File: src/rtl/fft_pkg.sv
// Constants and types shared by the FFT datapath blocks.
// A beat carries LANES complex samples; a frame is FRAME_LEN samples.
package fft_pkg;
    localparam int SAMPLE_W   = 34;
    localparam int LANES      = 4;
    localparam int BEAT_W     = LANES * SAMPLE_W;
    localparam int FRAME_LEN  = 16;
    localparam int BEATS      = FRAME_LEN / LANES;
    localparam int IDX_W      = $clog2(FRAME_LEN);
    localparam int BEAT_IDX_W = $clog2(BEATS);
    localparam int BANKS      = 2;

    typedef logic [SAMPLE_W-1:0]   sample_t;
    typedef logic [BEAT_W-1:0]     beat_t;
    typedef logic [IDX_W-1:0]      idx_t;
    typedef logic [BEAT_IDX_W-1:0] bidx_t;
endpackage

File: src/rtl/fft_frame_unpacker_if.sv
// Beat-in / sample-out bus of the frame unpacker.
// The master side drives beats and ready; the slave side is the unpacker.
interface fft_frame_unpacker_if;
    import fft_pkg::*;

    beat_t   data_in;
    logic    in_flag;
    sample_t dout;
    logic    dout_valid;
    logic    dout_ready;
    logic    dout_sof;
    logic    dout_eof;
    logic    overflow;

    modport master (
        output data_in, in_flag, dout_ready,
        input  dout, dout_valid, dout_sof, dout_eof, overflow
    );

    modport slave (
        input  data_in, in_flag, dout_ready,
        output dout, dout_valid, dout_sof, dout_eof, overflow
    );
endinterface

File: src/rtl/fft_frame_bank.sv
// One frame of storage: written a beat (LANES samples) at a time,
// read one sample at a time through an asynchronous index mux.
module fft_frame_bank
    import fft_pkg::*;
(
    input  logic    clk,
    input  logic    we,
    input  bidx_t   beat_idx,
    input  beat_t   wdata,
    input  idx_t    rd_idx,
    output sample_t rdata
);
    sample_t mem [FRAME_LEN];

    // Contents need no reset: a bank is only observed while marked full.
    always_ff @(posedge clk) begin
        if (we) begin
            for (int l = 0; l < LANES; l++) begin
                mem[idx_t'(LANES * int'(beat_idx) + l)] <= wdata[l*SAMPLE_W +: SAMPLE_W];
            end
        end
    end

    assign rdata = mem[rd_idx];
endmodule

File: src/rtl/fft_frame_unpacker.sv
// Ping-pong frame unpacker: 4-lane beats in, one sample per handshake out,
// with frame markers and a sticky overflow for beats landing on a full bank.
module fft_frame_unpacker
    import fft_pkg::*;
(
    input  logic                 clk,
    input  logic                 rst_n,
    fft_frame_unpacker_if.slave  bus
);
    localparam bidx_t LAST_BEAT   = bidx_t'(BEATS - 1);
    localparam idx_t  LAST_SAMPLE = idx_t'(FRAME_LEN - 1);

    bidx_t             beat_cnt;
    logic              wr_bank;
    logic              rd_bank;
    idx_t              rd_idx;
    logic [BANKS-1:0]  bank_full;
    logic [BANKS-1:0]  bank_we;
    logic [BANKS-1:0]  bank_set;
    logic [BANKS-1:0]  bank_clr;
    logic              ovf;
    logic              valid;
    logic              xfer;
    logic              last_xfer;
    logic              drop;
    sample_t           bank_rdata [BANKS];

    assign valid     = bank_full[rd_bank];
    assign xfer      = valid & bus.dout_ready;
    assign last_xfer = xfer && (rd_idx == LAST_SAMPLE);

    // A bank emptying this cycle may be refilled by a beat in the same cycle.
    always_comb begin
        bank_clr          = '0;
        bank_we           = '0;
        bank_clr[rd_bank] = last_xfer;
        drop              = bus.in_flag && bank_full[wr_bank] && !bank_clr[wr_bank];
        bank_we[wr_bank]  = bus.in_flag && !drop;
        bank_set          = bank_we & {BANKS{beat_cnt == LAST_BEAT}};
    end

    for (genvar k = 0; k < BANKS; k++) begin : g_bank
        fft_frame_bank u_bank (
            .clk      (clk),
            .we       (bank_we[k]),
            .beat_idx (beat_cnt),
            .wdata    (bus.data_in),
            .rd_idx   (rd_idx),
            .rdata    (bank_rdata[k])
        );
    end

    always_ff @(posedge clk) begin
        if (!rst_n) begin
            beat_cnt  <= '0;
            wr_bank   <= 1'b0;
            rd_bank   <= 1'b0;
            rd_idx    <= '0;
            bank_full <= '0;
            ovf       <= 1'b0;
        end else begin
            // Beat counter and write bank advance even on dropped beats to keep alignment.
            if (bus.in_flag) begin
                beat_cnt <= beat_cnt + 1'b1;
                if (beat_cnt == LAST_BEAT) wr_bank <= ~wr_bank;
            end
            if (xfer) begin
                rd_idx <= rd_idx + 1'b1;
                if (rd_idx == LAST_SAMPLE) rd_bank <= ~rd_bank;
            end
            if (drop) ovf <= 1'b1;
            bank_full <= (bank_full & ~bank_clr) | bank_set;
        end
    end

    assign bus.dout_valid = valid;
    assign bus.dout       = valid ? bank_rdata[rd_bank] : '0;
    assign bus.dout_sof   = valid && (rd_idx == '0);
    assign bus.dout_eof   = valid && (rd_idx == LAST_SAMPLE);
    assign bus.overflow   = ovf;
endmodule
File: src/flat_wrapper.sv
// flat-port wrapper written by rule: the top's interface ports become plain ports
module fft_frame_unpacker_flat import fft_pkg::*;
  (clk, rst_n, bus_data_in, bus_in_flag, bus_dout_ready, bus_dout, bus_dout_valid, bus_dout_sof, bus_dout_eof, bus_overflow);
  fft_frame_unpacker_if bus_i ();
  input  logic clk;
  input  logic rst_n;
  input wire logic [$bits(bus_i.data_in)-1:0] bus_data_in;
  input wire logic [$bits(bus_i.in_flag)-1:0] bus_in_flag;
  input wire logic [$bits(bus_i.dout_ready)-1:0] bus_dout_ready;
  output wire logic [$bits(bus_i.dout)-1:0] bus_dout;
  output wire logic [$bits(bus_i.dout_valid)-1:0] bus_dout_valid;
  output wire logic [$bits(bus_i.dout_sof)-1:0] bus_dout_sof;
  output wire logic [$bits(bus_i.dout_eof)-1:0] bus_dout_eof;
  output wire logic [$bits(bus_i.overflow)-1:0] bus_overflow;
  assign bus_i.data_in = bus_data_in;
  assign bus_i.in_flag = bus_in_flag;
  assign bus_i.dout_ready = bus_dout_ready;
  assign bus_dout = bus_i.dout;
  assign bus_dout_valid = bus_i.dout_valid;
  assign bus_dout_sof = bus_i.dout_sof;
  assign bus_dout_eof = bus_i.dout_eof;
  assign bus_overflow = bus_i.overflow;
  fft_frame_unpacker u_core (.clk(clk), .rst_n(rst_n), .bus(bus_i));
endmodule
File: config.mk
export PLATFORM = sky130hd
export DESIGN_NAME = fft_frame_unpacker_flat
export DESIGN_NICKNAME = d
export VERILOG_FILES = /design/src/rtl/fft_pkg.sv /design/src/rtl/fft_frame_unpacker_if.sv /design/src/rtl/fft_frame_bank.sv /design/src/rtl/fft_frame_unpacker.sv /design/src/flat_wrapper.sv
export SDC_FILE = /design/constraint.sdc
export NUM_CORES = 1
export LEC_CHECK = 0
export CORE_ASPECT_RATIO = 0.9
export CORE_UTILIZATION = 51
export DETAILED_ROUTE_END_ITERATION = 6
export PLACE_DENSITY = 0.77
export SLEW_MARGIN = 20
export SYNTH_ARGS = -nofsm -noshare
export SYNTH_HDL_FRONTEND = slang
export SYNTH_SLANG_ARGS = --single-unit
File: constraint.sdc
create_clock -name clk -period 12.1 [get_ports clk]
set_input_delay 3.63 -clock clk [delete_from_list [all_inputs] [get_ports clk]]
set_output_delay 3.63 -clock clk [all_outputs]
set_load 0.01 [all_outputs]
# ---- After elaboration in Yosys (flattened, before gate mapping)
# Memory sizes are Yosys's and may differ from the RTL's. A register that Yosys moved wholly into a read port is not among the register bits.
# Cells that the tools add are included.
dict set report totals {
  register_bits 11
  ram_bits 1088
  input_bits 140
  out_inout_bits 38
  wordCells 65
  memories 2
}
dict set report classes {
  add_sub_neg 5
  n_lt_le_gt_ge 5
  eq_ne 2
  muxes 22
  bitwise_logic 10
  n_reduce_logical 13
}
# memory depth word_bits rd rd_ports_with_merged_regs wr line
set mem_list {}
lappend mem_list {{u_core.g_bank[0].u_bank.mem} 16 34 1 1 4 fft_frame_bank.sv:13} ;# sample_t mem [FRAME_LEN];
lappend mem_list {{u_core.g_bank[1].u_bank.mem} 16 34 1 1 4 fft_frame_bank.sv:13}
# operator count
set ops {}
lappend ops {{2-to-1 mux 34 bit} 4}
lappend ops {{2-to-1 mux 4 bit} 4}
lappend ops {{2-to-1 mux 1 bit} 12}
lappend ops {{adder 4 x 1 -> 4 bit (second input constant)} 2}
lappend ops {{adder 4 x 2 -> 4 bit (second input constant)} 2}
lappend ops {{bitwise AND 2 bit} 4}
lappend ops {{logical AND 1 bit} 8}
lappend ops {{== test 4 bit (second input constant)} 1}
lappend ops {{logical NOT 4 bit} 1}
lappend ops {{< comparator 1 x 2 -> 1 bit (second input constant)} 2}
lappend ops {{AND reduction 2 bit} 2}
lappend ops {{adder 2 x 1 -> 2 bit (second input constant)} 1}
lappend ops {{demux 1 bit (select 1 bit)} 2}
lappend ops {{== test 2 bit (second input constant)} 1}
lappend ops {{>= comparator 1 bit (second input constant)} 2}
lappend ops {{>= comparator 2 bit (second input constant)} 1}
lappend ops {{logical NOT 1 bit} 2}
lappend ops {{NOT 1 bit} 2}
lappend ops {{NOT 1 -> 2 bit} 1}
lappend ops {{NOT 2 bit} 1}
lappend ops {{bitwise OR 2 bit} 1}
lappend ops {{bitwise AND 1 bit} 1}

# ---- Depth between registers and ports, before layout
dict set report depth {
  ltp_word 14
  ltp_mapped 9
  ltp_nobuf 5
}

# ---- Hierarchy
# Synthesis repeated with hierarchy kept, for this count alone.
dict set report hier_totals {
  cells_unflattened 1813
  area_unflattened_um2 41723.8
}
# module instances cells_per_inst area_each_um2 seq_area_each_um2
set by_module_without_submodules {}
lappend by_module_without_submodules {fft_frame_bank 2 836 20315.7 16335.7}
lappend by_module_without_submodules {fft_frame_unpacker 1 141 1092.3 220.2}

# ---- Least setup slack after synthesis
# No wires, ideal clock.
dict set report synth_path {
  kind {input to register}
  from {in bus_in_flag}
  to {mem u_core.g_bank[0].u_bank.mem[12][0] in the netlist's numbering, enable pin}
  t_arrival_ns 10.260
  t_required_ns 11.451
  setup_slack_ns 1.190
  stages 4
  path_buffers 1
  path_cell_list {clkbuf_1 -> nand2_1 -> or2_2 -> nor2b_1}
}
# element line
set synth_rtl {}
lappend synth_rtl {{from (decl)} flat_wrapper.sv:8} ;# input wire logic [$bits(bus_i.in_flag)-1:0] bus_in_flag;
lappend synth_rtl {{to (decl)} fft_frame_bank.sv:13}

==> flow_metrics.env <==
export IMPL_synth_area_leaders="edfxtp_1 (78%), mux4_2 (13%), mux2i_1 (3.3%), a221o_1 (0.81%), dfxtp_1 (0.71%)"
export IMPL_crit_family="buffers and inverters"
export IMPL_skew_ns=0.0191
export IMPL_internal_power_uw=6150
export IMPL_cp_num_buf_inv=3
export IMPL_crit_path_end_kind="output port"
export IMPL_synth_top_cell_area_share_pct=77.5
export IMPL_syn_nets=1982
export IMPL_max_vdd_ir_drop_v=0.000111
export IMPL_synthTopCellsByCount="edfxtp_1 (1088), mux4_2 (237), mux2i_1 (138)"
export IMPL_via_count=20100
export IMPL_swShare_pct=20.2
export IMPL_power_frac_clock_pct=41.1
export IMPL_grt_max_degree=129
export IMPL_comb_power_share_pct=2.8
export IMPL_synthesis_area_mm2=0.0421
export IMPL_hold_buffers=0
export IMPL_final_util_pct=59.4
export IMPL_required_ns=8.47
export IMPL_fin_hold_ws_ns=0.473
export IMPL_io_buffers=177
export IMPL_critPathKind="flip-flop to output port"
export IMPL_slew_headroom_pct=25.9
export IMPL_drtIter0Drc=2114
export IMPL_cts_max_level=3
export IMPL_nets=2194
export IMPL_clk_pin_slew_ns=0.06
export IMPL_place_hpwl_mm=50.1
export IMPL_synth_seq_cells=1103
export IMPL_status="finished clean"
export IMPL_grt_usage_pct=22.1
export IMPL_num_rows=99
export IMPL_cts_buffers=105
export IMPL_root_buffer="clkbuf_16"
export IMPL_dieArea_mm2=0.0838
export IMPL_cts_tree="yes"
export IMPL_min_period_over_period_pct=69.1
export IMPL_power_frac_seq_pct=56.1
export IMPL_core_area_mm2=0.0814
export IMPL_ant_nets=0
export IMPL_synth_cell_types=40
export IMPL_dp_cells=2999
export IMPL_setup_viol_count_final=0
export IMPL_power_density_mw_per_mm2=159
export IMPL_ys_warn_count=0
export IMPL_synth_area_per_cell_um2=22.9
export IMPL_die_w_um=305
export IMPL_rsz0062_at_grt="false"
export IMPL_cts_repair_resized=0
export IMPL_final_max_slew_viol_count=0
export IMPL_avgRoutedWirePerCell_um=28.7
export IMPL_maxCapViolCount=0
export IMPL_place_gp_congestion=0.761
export IMPL_dieHeight_um=275
export IMPL_drc_errors=0
export IMPL_cts_setup_buffers=0
export IMPL_p_leak_uw=0.0147
export IMPL_area_delta_synth_final_pct=14.7
export IMPL_avgViaCountPerCell=6.29
export IMPL_finalWirelength_mm=91.8
export IMPL_period_minus_slack_ns=8.36
export IMPL_critical_path_cell_chain="buf_4 > nor2b_4 > buf_4 > nand2_1 > o2111ai_1 > a31oi_1 > clkdlybuf4s50_1"
export IMPL_yosysSeqAreaShare_pct=78.3
export IMPL_slowest_stage="dfxtp_4"
export IMPL_power_switching_uw=1560
export IMPL_clk_path_buf_depth=3
export IMPL_yosysMostFrequentCell="edfxtp_1"
export IMPL_min_path_type="flip-flop to flip-flop"
export IMPL_start_util_pct=51.8
export IMPL_grt_pass1_vias=20700
export IMPL_drtPass1Iterations=5
export IMPL_cp_max_fo=38
export IMPL_antenna_found_initial=15
export IMPL_clkLatencyLatePin_ns=0.67
export IMPL_syn_inst=1836
export IMPL_layout_drive_gt1_share_pct=21.0
export IMPL_synth_edf_count=1088
export IMPL_ioPinCount=178
export IMPL_tightest_slew_ns=1.11
export IMPL_finalSetupTns_ns=0
export IMPL_fmax_mhz=120
export IMPL_slowest_delay_ns=0.92
export IMPL_grt_pass1_wl_mm=136
export IMPL_crit_top_cell="buf_4"
export IMPL_grt_ovfl_total=0
export IMPL_synth_flop_cell="edfxtp_1"
export IMPL_fin_cells=3196
export IMPL_cts_sinks=1103
export IMPL_netlist_top_cell_by_area="edfxtp_1"
export IMPL_worstSetupStartpointType="flip-flop"
export IMPL_crit_arrival_ns=4.73
export IMPL_synthArstFlopShare_pct=0
export IMPL_hold_violations=0
## worst register-to-register path: cells and delay by family (launching register included)
family	cells	cell delay (ns)
AOI/OAI and AO/OA	1	0.45
buffers and inverters	3	1.67
DFF	1	0.31
and+or+nand+nor	2	1.09
## cell families (layout without fill, tap and decap cells)
family | after synthesis | after routing | share of synthesized area [%]
muxes | 376 | 376 | 16.0
and+or+nand+nor | 60 | 60 | 0.719
DFF | 1103 | 1103 | 78.3
other | 0 | 5 | 0
buffers and inverters | 115 | 410 | 1.64
xor gates and xnor gates | 6 | 6 | 0.125
AOI/OAI and AO/OA | 170 | 170 | 3.07
adders and majority gates | 6 | 6 | 0.178
## sequential cells by signal, summed over array words and instances (netlist names), named ones only
name / cells
u_core.bus.overflow: 1
u_core.rd_idx: 4
u_core.beat_cnt: 2
u_core.rd_bank: 1
u_core.bank_full: 2
u_core.g_bank.u_bank.mem: 1088
u_core.wr_bank: 1
## through the flow
stage                     power (uW)  setup slack [ns]  cell area, um^2
after detailed placement        4620              4.46            44900
after CTS                       7750              3.65            48300
after floorplan                 4490              1.19            42100
final                           7710              3.74            48300
after global routing            7920              3.50            48300
after global placement          4600              4.48            44900
## path summary, 6_finish.rpt
kind,start,to,slack (ns),cells past startpoint
worst max-delay path,flip-flop,bus_dout[12],3.74,7
worst min-delay path,u_core.bus.overflow,u_core.bus.overflow,0.47,1
worst max register to register,u_core.rd_bank,u_core.g_bank[0].u_bank.mem[6][15],8.09,6
worst min register to register,u_core.bus.overflow,u_core.bus.overflow,0.47,1
## power by group through the flow
stage / combinational [uW] / clock (uW) / sequential (uW)
3_5_place_dp: 218 / 0 / 4400
3_3_place_gp: 207 / 0 / 4390
6_report: 219 / 3170 / 4320
4_1_cts: 219 / 3210 / 4320
2_1_floorplan: 81.9 / 0 / 4410
5_1_grt: 234 / 3360 / 4330
## cell type report
class | count | area (um^2)
Antenna cell | 5 | 12.5
Sequential cell | 1103 | 33000
Timing Repair Buffer | 212 | 2100
Multi-Input combinational cell | 618 | 8540
Inverter | 8 | 32.5
Tap cell | 1060 | 1330
Fill cell | 5493 | 33000
Clock buffer | 122 | 2710
Clock inverter | 68 | 621
## metal layers
layer	track usage [%]	vias up	part of all wire (%)
met3	4.48	179	8.6
met1	30.2	10600	39
li1	-	8302	-
met5	0	-	0.16
met4	6.70	24	2.6
met2	36.4	965	50
## placed cells by master (no fill, tap or decap), drive strengths merged, types with 7 or more instances in the layout
cell type,n
clkbuf,122
edfxtp,1088
o2111ai,9
buf,35
a221o,34
a221oi,25
nand2,23
inv,14
bufinv,7
clkinv,49
o21ai,25
nor2b,7
mux2i,138
a31oi,37
dfxtp,15
and2,13
a22oi,34
mux4,238
clkdlybuf4s50,177
(Power assumes the default switching activity.)
